==> config.mk <==
export PLATFORM = sky130hd
export DESIGN_NAME = core_sequencer
export DESIGN_NICKNAME = d
export VERILOG_FILES = /design/src/rtl/core_sequencer.sv
export SDC_FILE = /design/constraint.sdc
export NUM_CORES = 1
export LEC_CHECK = 0
export CORE_MARGIN = 2
export CORE_UTILIZATION = 40
export DETAILED_ROUTE_END_ITERATION = 7
export GPL_TIMING_DRIVEN = 0
export PLACE_DENSITY = 0.8
export SLEW_MARGIN = 10
export SYNTH_ARGS = -nofsm -noshare
export SYNTH_HDL_FRONTEND = slang
export SYNTH_SLANG_ARGS = --single-unit
export TNS_END_PERCENT = 1
==> constraint.sdc <==
create_clock -name clk -period 2.4 [get_ports clk]
set_input_delay 0.48 -clock clk [delete_from_list [all_inputs] [get_ports clk]]
set_output_delay 0.48 -clock clk [all_outputs]
set_load 0.02 [all_outputs]
==> src/rtl/core_sequencer.sv <==
// Instruction sequencer: fetches from imem, broadcasts to all cores (1 instr / 2 cycles), and
// arbitrates the cores' host RAM port; optional SEQ_AUTO_SWAP_EN issues a buffer swap on HALT.
module core_sequencer #(
  parameter  int INSTRUCTION_WIDTH = 15,
  parameter  int ADDRESS_WIDTH     = 16,
  parameter  int PC_WIDTH          = 10,
  parameter  int NUM_CORES         = 4,
  localparam int SEL_WIDTH         = (NUM_CORES > 1) ? $clog2(NUM_CORES) : 1
) (
  input  logic                         clk,
  input  logic                         rst_n,
  input  logic                         start,
  input  logic [PC_WIDTH-1:0]          start_pc,
  output logic                         imem_rd,
  output logic [PC_WIDTH-1:0]          imem_addr,
  input  logic [INSTRUCTION_WIDTH-1:0] imem_data,
  output logic [INSTRUCTION_WIDTH-1:0] instruction,
  output logic                         issue_valid,
  input  logic                         host_req,
  input  logic [SEL_WIDTH-1:0]         host_sel,
  input  logic                         host_wren,
  input  logic [ADDRESS_WIDTH-1:0]     host_address,
  output logic                         host_gnt,
  output logic [NUM_CORES-1:0]         cpen,
  output logic                         wren,
  output logic [ADDRESS_WIDTH-1:0]     address,
  output logic                         busy,
  output logic                         done,
  output logic [PC_WIDTH-1:0]          pc,
  output logic [15:0]                  instr_count
);

  localparam logic [INSTRUCTION_WIDTH-1:0] NOP = INSTRUCTION_WIDTH'(15'h0028);

`ifdef SEQ_AUTO_SWAP_EN
  localparam logic [INSTRUCTION_WIDTH-1:0] SWAP_OP = INSTRUCTION_WIDTH'(15'h0026);
  typedef enum logic [2:0] {S_IDLE, S_FETCH, S_EXEC, S_PAUSE, S_DONE, S_SWAP} state_t;
`else
  typedef enum logic [2:0] {S_IDLE, S_FETCH, S_EXEC, S_PAUSE, S_DONE} state_t;
`endif

  state_t                         state_q, state_d;
  logic [PC_WIDTH-1:0]            pc_q, pc_d;
  logic [15:0]                    cnt_q, cnt_d;
  logic [INSTRUCTION_WIDTH-1:0]   instr_q, instr_d;
  logic                           iv_q, iv_d;
  logic                           is_halt;

  assign is_halt = ~imem_data[0] && (imem_data[5:1] == 5'b11111);

  always_comb begin
    state_d = state_q;
    pc_d    = pc_q;
    cnt_d   = cnt_q;
    instr_d = NOP;
    iv_d    = 1'b0;
    case (state_q)
      S_IDLE, S_DONE: begin
        if (start && !host_req) begin
          pc_d    = start_pc;
          cnt_d   = '0;
          state_d = S_FETCH;
        end
      end
      S_FETCH: state_d = S_EXEC;
      S_EXEC: begin
        if (is_halt) begin
`ifdef SEQ_AUTO_SWAP_EN
          instr_d = SWAP_OP;
          iv_d    = 1'b1;
          state_d = S_SWAP;
`else
          state_d = S_DONE;
`endif
        end else begin
          instr_d = imem_data;
          iv_d    = 1'b1;
          pc_d    = pc_q + PC_WIDTH'(1);
          if (cnt_q != 16'hFFFF) cnt_d = cnt_q + 16'd1;
          state_d = host_req ? S_PAUSE : S_FETCH;
        end
      end
      S_PAUSE: if (!host_req) state_d = S_FETCH;
`ifdef SEQ_AUTO_SWAP_EN
      S_SWAP: state_d = S_DONE;
`endif
      default: state_d = S_IDLE;
    endcase
  end

  always_ff @(posedge clk or negedge rst_n) begin
    if (!rst_n) begin
      state_q <= S_IDLE;
      pc_q    <= '0;
      cnt_q   <= '0;
      instr_q <= NOP;
      iv_q    <= 1'b0;
    end else begin
      state_q <= state_d;
      pc_q    <= pc_d;
      cnt_q   <= cnt_d;
      instr_q <= instr_d;
      iv_q    <= iv_d;
    end
  end

  assign imem_rd     = (state_q == S_FETCH);
  assign imem_addr   = pc_q;
  assign instruction = instr_q;
  assign issue_valid = iv_q;
  assign pc          = pc_q;
  assign instr_count = cnt_q;
  assign done        = (state_q == S_DONE);
`ifdef SEQ_AUTO_SWAP_EN
  assign busy        = state_q inside {S_FETCH, S_EXEC, S_PAUSE, S_SWAP};
`else
  assign busy        = state_q inside {S_FETCH, S_EXEC, S_PAUSE};
`endif

  // Host owns the port only between fetch/issue pairs, never mid-pair.
  assign host_gnt = host_req && (state_q inside {S_IDLE, S_PAUSE, S_DONE});
  assign wren     = host_wren && host_gnt;
  assign address  = host_gnt ? host_address : '0;

  always_comb begin
    cpen = '0;
    for (int i = 0; i < NUM_CORES; i++)
      cpen[i] = host_gnt && (int'(host_sel) == i);
  end

endmodule

# Word-level counts from Yosys, hierarchy flattened
# Index checks and enable logic that the tools add are counted.
totals:
  inputBits: 48
  reg_bits: 45
  elab_cells: 56
  out_inout_bits: 77
op_classes:
  add_sub_neg: 2
  eq_ne: 13
  bitwise: 1
  reduce_logical: 18
  mux: 17
ops:
  columns: ["cell", "count"]
  rows:
  - ["$mux W16", 4]
  - ["$pmux W16 S2", 1]
  - ["$mux W15", 2]
  - ["$mux W10", 2]
  - ["$pmux W10 S2", 1]
  - ["$add A16 B1 Y16 const B", 1]
  - ["$ne A16 B16 Y1 const B", 1]
  - ["$pmux W3 S4", 1]
  - ["$add A10 B1 Y10 const B", 1]
  - ["$mux W3", 3]
  - ["$logic_and A1 B1 Y1", 8]
  - ["$ne A2 B2 Y1 const B", 4]
  - ["$eq A3 B2 Y1 const B", 2]
  - ["$reduce_bool A3 Y1", 2]
  - ["$eq A5 B5 Y1 const B", 1]
  - ["$eq A2 B2 Y1 const B", 2]
  - ["$reduce_and A4 Y1", 1]
  - ["$eq A3 B1 Y1 const B", 1]
  - ["$eq A3 B3 Y1 const B", 1]
  - ["$logic_not A3 Y1", 1]
  - ["$reduce_and A3 Y1", 1]
  - ["$eq A2 B1 Y1 const B", 1]
  - ["$logic_not A2 Y1", 1]
  - ["$mux W1", 2]
  - ["6 further kinds", 6]

# Logic depth before layout (Yosys ltp)
# Gate-level depths: netlist (run 1).
depth:
  word_depth: 4
  depth_mapped: 9
  depth_no_buf: 6

# Least setup slack after synthesis (run 1)
# Ideal clock, no wire load.
synth_path:
  path_type: "register to register"
  from: "reg cnt_q[0] (netlist: instr_count[0])"
  to: "reg cnt_q[5] (netlist: instr_count[5])"
  slack_ns: 0.291
  stages_incl_launch_ff: 9
  t_required_ns: 2.304
  path_buffers: 2
  synth_period_minus_slack_ns: 2.109
  setup_ns: 0.096
  arrival_ns: 2.013
  cell_sequence: "dfrtp_1 > ha_1 > nand4_1 > or4_1 > buf_6 > buf_8 > a41oi_1 > o21ai_1 > o31ai_1"
synth_between:
  elab_chain_cells: 4
  elab_cells_between_ends: 7
  cone_classes: "1 x add/sub; 2 x eq/ne; 3 x mux; 1 x reduce/logical"
synth_rtl:
  columns: ["item", "line", "text"]
  rows:
  - ["from (decl)", "44", "logic [15:0] cnt_q, cnt_d;"]
  - ["from (signal assigned)", "101", "cnt_q <= cnt_d;"]
  - ["$add A16 B1 Y16", "79", "if (cnt_q != 16'hFFFF) cnt_d = cnt_q + 16'd1;"]
  - ["$mux W16", "79", null]
  - ["$mux W16", "67", "if (is_halt) begin"]
  - ["$pmux W16 S2", "57", "case (state_q)"]
# Parallel ways exist; a longest one is shown, timed or not. The select of a mux whose other input is x is not followed.
# A chain may end at the register's enable or synchronous reset.

# Final worst setup path (run 1)
layout_path:
  from: "reg state_q[2]"
  to: "out address[11]"
layout_between:
  elab_chain_cells: 4
  elab_cells_between_ends: 6
  cone_classes: "2 x eq/ne; 1 x mux; 3 x reduce/logical"
layout_rtl:
  columns: ["item", "line", "text"]
  rows:
  - ["from (decl)", "42", "state_t state_q, state_d;"]
  - ["from (signal assigned)", "99", "state_q <= state_d;"]
  - ["$eq A3 B2 Y1, or another cell as far along", "121", "assign host_gnt = host_req && (state_q inside {S_IDLE, S_PAUSE, S_DONE});"]
  - ["$reduce_bool A3 Y1 (*)", "121", null]
  - ["$logic_and A1 B1 Y1 (*)", "121", null]
  - ["$mux W16 (*)", "123", "assign address = host_gnt ? host_address : '0;"]
  - ["to (decl)", "26", "output logic [ADDRESS_WIDTH-1:0] address,"]
# Every way passes the cells marked *; elsewhere a longest branch is shown, timed or not.

==> impl_metrics.json, run 1 <==
{
  "synth_cell_types": 49,
  "synth_nets": 317,
  "cts_made_buffers": 5,
  "synth-edff-count": 0,
  "synth_flop_cell": "dfrtp_1",
  "fin_area_um2": 3830,
  "hold_viol": 0,
  "start_util_pct": 41.5,
  "tightest_slew_ns": 0.623,
  "fmax_mhz": 434,
  "postCtsSetupBuffers": 0,
  "die_x_um": 82.4,
  "hp-class": "input port to async pin",
  "wl_per_cell_um": 14.4,
  "vdd_drop_max_v": 0.000546,
  "layout_setup_ws_ns": 0.0939,
  "clockRootBuffer": "clkbuf_8",
  "timing.hold.ws_ns": 0.175,
  "gr-total-overflow": 0,
  "dpl.hpwl_um": 5260,
  "viasPerCell": 5.23,
  "synth_seq_cells": 45,
  "cp-end-kind": "output pin",
  "grt_pass1_wl_um": 11000,
  "fin_crit_ns": 2.31,
  "yosysTopAreaCell": "dfrtp_1",
  "antenna_left": 0,
  "yosys_warnings": 0,
  "ys_top_cells_by_area": "dfrtp_1, and2_1, o21ai_0",
  "antenna_found_initial": 0,
  "syn_avg_cell_area_um2": 9.21,
  "arrival_ns": 1.83,
  "clk_pin_slew_ns": 0.09,
  "htree_levels": 2,
  "io_pins": 125,
  "coreArea_um2": 5920,
  "p_leak_nw": 1.64,
  "worstSetupStartpointType": "register",
  "first_pass_iters": 4,
  "die-area_um2": 6790,
  "antennaDiodeCount": 0,
  "clk_path_buf_depth": 2,
  "grt_max_degree": 25,
  "synth_top_cell_area_share_pct": 43.7,
  "yosysSeqAreaShare_pct": 45.9,
  "setup_tns_ns": 0,
  "async_reset_ff_share_pct": 100,
  "gp_congestion": 0.850,
  "finalNetCount": 449,
  "syn2layout_area_growth_pct": 55.5,
  "cts_hold_buf": 0,
  "drc": 0,
  "slew_viol_final": 0,
  "cp.required_ns": 1.92,
  "rsz0062_at_grt": "true",
  "cts_resized": 30,
  "finalSetupViolCount": 0,
  "fillers": 500,
  "clock_latency_ns": 0.30,
  "rows": 28,
  "drv_cap": 0,
  "drt_iter0_markers": 237,
  "die_height_um": 82.4,
  "cts_tree": "yes",
  "synthesis.area_um2": 2460,
  "netlist_instances": 267,
  "fin_crit_sh_pct": 96.1,
  "crit_type": "register to output pin",
  "cp_max_fo": 10,
  "power_density_nw_per_um2": 1060,
  "dp_slack_ns": -0.317,
  "skew_ns": 0.00690,
  "wl_um": 6850,
  "clock_sinks": 45,
  "num_vias": 2485,
  "status": "finished, final reports clean",
  "grt_pass1_vias": 2335,
  "grt_usage_pct": 21.1,
  "port_buffers": 124,
  "place_area_um2": 3820,
  "maxSlewHeadroom_pct": 58.3,
  "drive_above_1_share_pct": 14.2
}
[synth_stat cells (all sizes together) (5+ instances only)]
cell type / number
a21oi: 24
nand3: 17
nand2: 25
buf: 17
nor3: 6
inv: 5
dfrtp: 43
nor2: 10
nor3b: 5
and2: 30
o21ai: 28
nand4: 6
clkbuf: 7
[report_power, final]
part	total [W]	internal (W)	leakage [nW]	switching, W
combinational	0.00233	0.00109	1.01	0.00124
clock	0.000486	0.000207	0.0445	0.000278
sequential	0.00123	0.000971	0.582	0.000255
total	0.00404	0.00227	1.64	0.00178
[final timing paths]
path                                             start                           to  slack [ns]  depth (start not counted)
max                             state_q[2]$_DFFE_PN0P_                  address[11]        0.09                          7
min                                              rst_n   instr_count[2]$_DFFE_PN0P_        0.18                          1
max reg2reg                 instr_count[0]$_DFFE_PN0P_   instr_count[5]$_DFFE_PN0P_        0.26                          8
min reg2reg                instr_count[12]$_DFFE_PN0P_  instr_count[12]$_DFFE_PN0P_        0.52                          1
max in group asynchronous                        rst_n     imem_addr[0]$_DFFE_PN0P_        1.71                          2
min in group clk           instr_count[12]$_DFFE_PN0P_  instr_count[12]$_DFFE_PN0P_        0.52                          1
[final cells by class]
class                           count  area (um2)  share of cell area [%]
Tap cell                           75        93.8                    2.45
Timing Repair Buffer              125        1170                    30.6
Clock inverter                      3        21.3                   0.556
Clock buffer                        5        68.8                    1.80
Sequential cell                    45        1130                    29.5
Multi-Input combinational cell    193        1150                    30.2
Inverter                            5        18.8                   0.491
Buffer                             24         171                    4.48
[registers in the layout, indices dropped and copies added (netlist names)]
signal,cells
instr_count,16
instruction,15
imem_addr,10
state_q,3
issue_valid,1
[critical path, cell delays in order, from the launching register on]
cell	delay [ns]
dfrtp_1	0.33
clkbuf_4	0.17
inv_1	0.06
and3_1	0.17
o21a_1	0.19
clkbuf_2	0.17
and2_1	0.17
clkdlybuf4s15_1	0.28
[placed cells by master (no fill, tap or decap), types with 5 or more instances in the layout]
master	instances
dfrtp_1	43
o21ai_0	26
clkbuf_2	18
nor2_1	9
and2_1	30
nand4_1	6
clkdlybuf4s50_1	101
nand2_1	24
buf_2	6
a21oi_1	23
buf_4	10
clkbuf_8	5
nand3_1	17
nor3_1	6
[per-layer routing]
layer / vias up / global-route usage [%] / wire length (um)
li1: 1202 / - / -
met1: 1171 / 26.7 / 2750
met2: 110 / 35.5 / 3480
met3: 2 / 6.96 / 597
met4: 0 / 4.00 / 26
met5: - / 0 / 0
[cell families (layout without fill, tap and decap cells)]
group / after synthesis / after routing / share of synthesized area, %
xor+xnor: 2 / 2 / 0.712
compound gates: 75 / 75 / 19.3
flops: 45 / 45 / 45.9
fa+ha+maj: 2 / 2 / 1.02
simple gates: 114 / 114 / 25.5
buf+inv: 29 / 162 / 7.53
[per-stage QoR]
step	util, %	instances	total power, W
finish	64.6	475	0.00404
global route	64.6	475	0.00434
CTS	65.8	475	0.00409
detailed placement	64.5	467	0.00363
global placement	64.1	466	0.00358
floorplan	-	267	0.00255
Power figures use the tool's default switching activity.
==> run 2, diff against run 1 <==
- CORE_ASPECT_RATIO: not set -> 1.2
- CORE_UTILIZATION: 40 -> 41
- CTS_BUF_LIST: not set -> sky130_fd_sc_hd__clkbuf_4
- PLACE_DENSITY: 0.8 -> 0.82
==> run 2 against run 1 <==
Core utilization increased by 2.8 points. Via count increased by 1.3%. Sequential share of layout area decreased by 0.35 points. Maximum frequency decreased by 0.13%. Non-clock buffer count increased by 1. Combinational power about the same. Clock skew increased by 0.0074 ns. Global-route usage increased by 0.60 points. Design area increased by 1.2%. Worst setup slack got worse by 0.0031 ns.
==> impl_metrics.json, run 2 (same netlist as run 1, synthesis figures left out) <==
{
  "status": "finished, final reports clean",
  "syn2layout_area_growth_pct": 57.4,
  "hp-class": "input port to async pin",
  "tightest_slew_ns": 0.565,
  "coreArea_um2": 5740,
  "finalNetCount": 450,
  "vdd_drop_max_v": 0.000664,
  "cts_tree": "yes",
  "final_util_pct": 67.4,
  "num_vias": 2518,
  "layout_common_cells": "clkdlybuf4s50_1, dfrtp_1, and2_1, o21ai_0, nand2_1",
  "antennaDiodeCount": 0,
  "clock_sinks": 45,
  "antenna_left": 0,
  "setup_tns_ns": 0,
  "die_height_um": 88.9,
  "port_buffers": 124,
  "clockRootBuffer": "clkbuf_4",
  "viasPerCell": 5.23,
  "dpl.hpwl_um": 5250,
  "postCtsSetupBuffers": 0,
  "grt_pass1_vias": 2461,
  "worstSetupStartpointType": "register",
  "grt_max_degree": 38,
  "fin_crit_sh_pct": 96.2,
  "power_w": 0.00407,
  "gr-total-overflow": 0,
  "layout_setup_ws_ns": 0.0908,
  "largest_reg_flops": 16,
  "maxSlewHeadroom_pct": 62.2,
  "grt_usage_pct": 21.7,
  "finalSetupViolCount": 0,
  "die-area_um2": 6640,
  "start_util_pct": 42.8,
  "power_density_nw_per_um2": 1050,
  "startpoint": "state_q[2]$_DFFE_PN0P_",
  "p_leak_nw": 1.64,
  "io_pins": 125,
  "drv_cap": 0,
  "skew_ns": 0.0143,
  "wl_per_cell_um": 14.3,
  "fin_crit_ns": 2.31,
  "grt_pass1_wl_um": 11300,
  "rsz0062_at_grt": "true",
  "dp_slack_ns": -0.438,
  "rr_startpoint": "instr_count[0]$_DFFE_PN0P_",
  "clk_pin_slew_ns": 0.14,
  "htree_levels": 2,
  "clock_latency_ns": 0.36,
  "final_common_cell": "clkdlybuf4s50_1",
  "first_pass_iters": 4,
  "drt_iter0_markers": 153,
  "crit_type": "register to output pin",
  "rows": 30,
  "slew_viol_final": 0,
  "hold_viol": 0,
  "gp_congestion": 0.877,
  "cp-end-kind": "output pin",
  "drive_above_1_share_pct": 14.7,
  "cts_made_buffers": 5,
  "timing.hold.ws_ns": 0.510,
  "fmax_mhz": 433,
  "antenna_found_initial": 0,
  "fillers": 479,
  "clk_path_buf_depth": 2,
  "cp.required_ns": 1.92,
  "cp_max_fo": 10,
  "drc": 0,
  "die_x_um": 74.7,
  "arrival_ns": 1.83,
  "wl_um": 6880
}
[run 2: per-stage QoR]
step	cell area, um2	instances
after floorplan	2460	267
after global placement	3800	471
after detailed placement	3820	472
after CTS	3920	481
after global routing	3870	481
final	3870	481
[run 2: where the power goes]
part           internal [W]  total (W)  switching [W]
Clock              0.000230   0.000475       0.000245
Sequential         0.000970    0.00123       0.000260
Combinational       0.00111    0.00236        0.00125
[run 2: path summary, 6_finish.rpt]
path	to	slack, ns	depth (start not counted)
max reg2reg	instr_count[5]$_DFFE_PN0P_	0.24	8
min	instruction[8]$_DFF_PN0_	0.51	2
max in group asynchronous	instruction[3]$_DFF_PN1_	1.36	3
min in group clk	instr_count[12]$_DFFE_PN0P_	0.53	1
max	address[11]	0.09	7
min reg2reg	instr_count[12]$_DFFE_PN0P_	0.53	1
[run 2: area by class of cell]
type	count	area, um2	area share (%)
timing repair buffer	126	1210	31.2
tap	80	100	2.58
inverter	5	18.8	0.485
buffer	24	176	4.56
multi-input combinational	193	1160	29.9
clock buffer	6	45.0	1.16
clock inverter	2	35.0	0.905
sequential	45	1130	29.1
[run 2: routing by layer]
| layer | vias to the layer above | GRT usage (%) | share of wire (%) |
|---|---|---|---|
| met3 | 16 | 5.24 | 7.3 |
| met5 | - | 0 | 0 |
| met4 | 0 | 9.90 | 2.7 |
| met2 | 115 | 36.4 | 52 |
| li1 | 1210 | - | - |
| met1 | 1177 | 26.2 | 38 |
[run 2: what timing repair did]
item | CTS | global route
hold endpoints to repair | 8 | 0
gates resized for setup | 60 | 22
setup endpoints to repair | 23 | 22
hold buffers | 1 | 0
[run 2: worst max-delay path: stages (launching register included)]
cell and delay, ns:
dfrtp_1 0.34, buf_4 0.14, inv_1 0.05, and3_1 0.17, o21a_1 0.19, buf_4 0.17, and2_1 0.16, clkdlybuf4s15_2 0.25
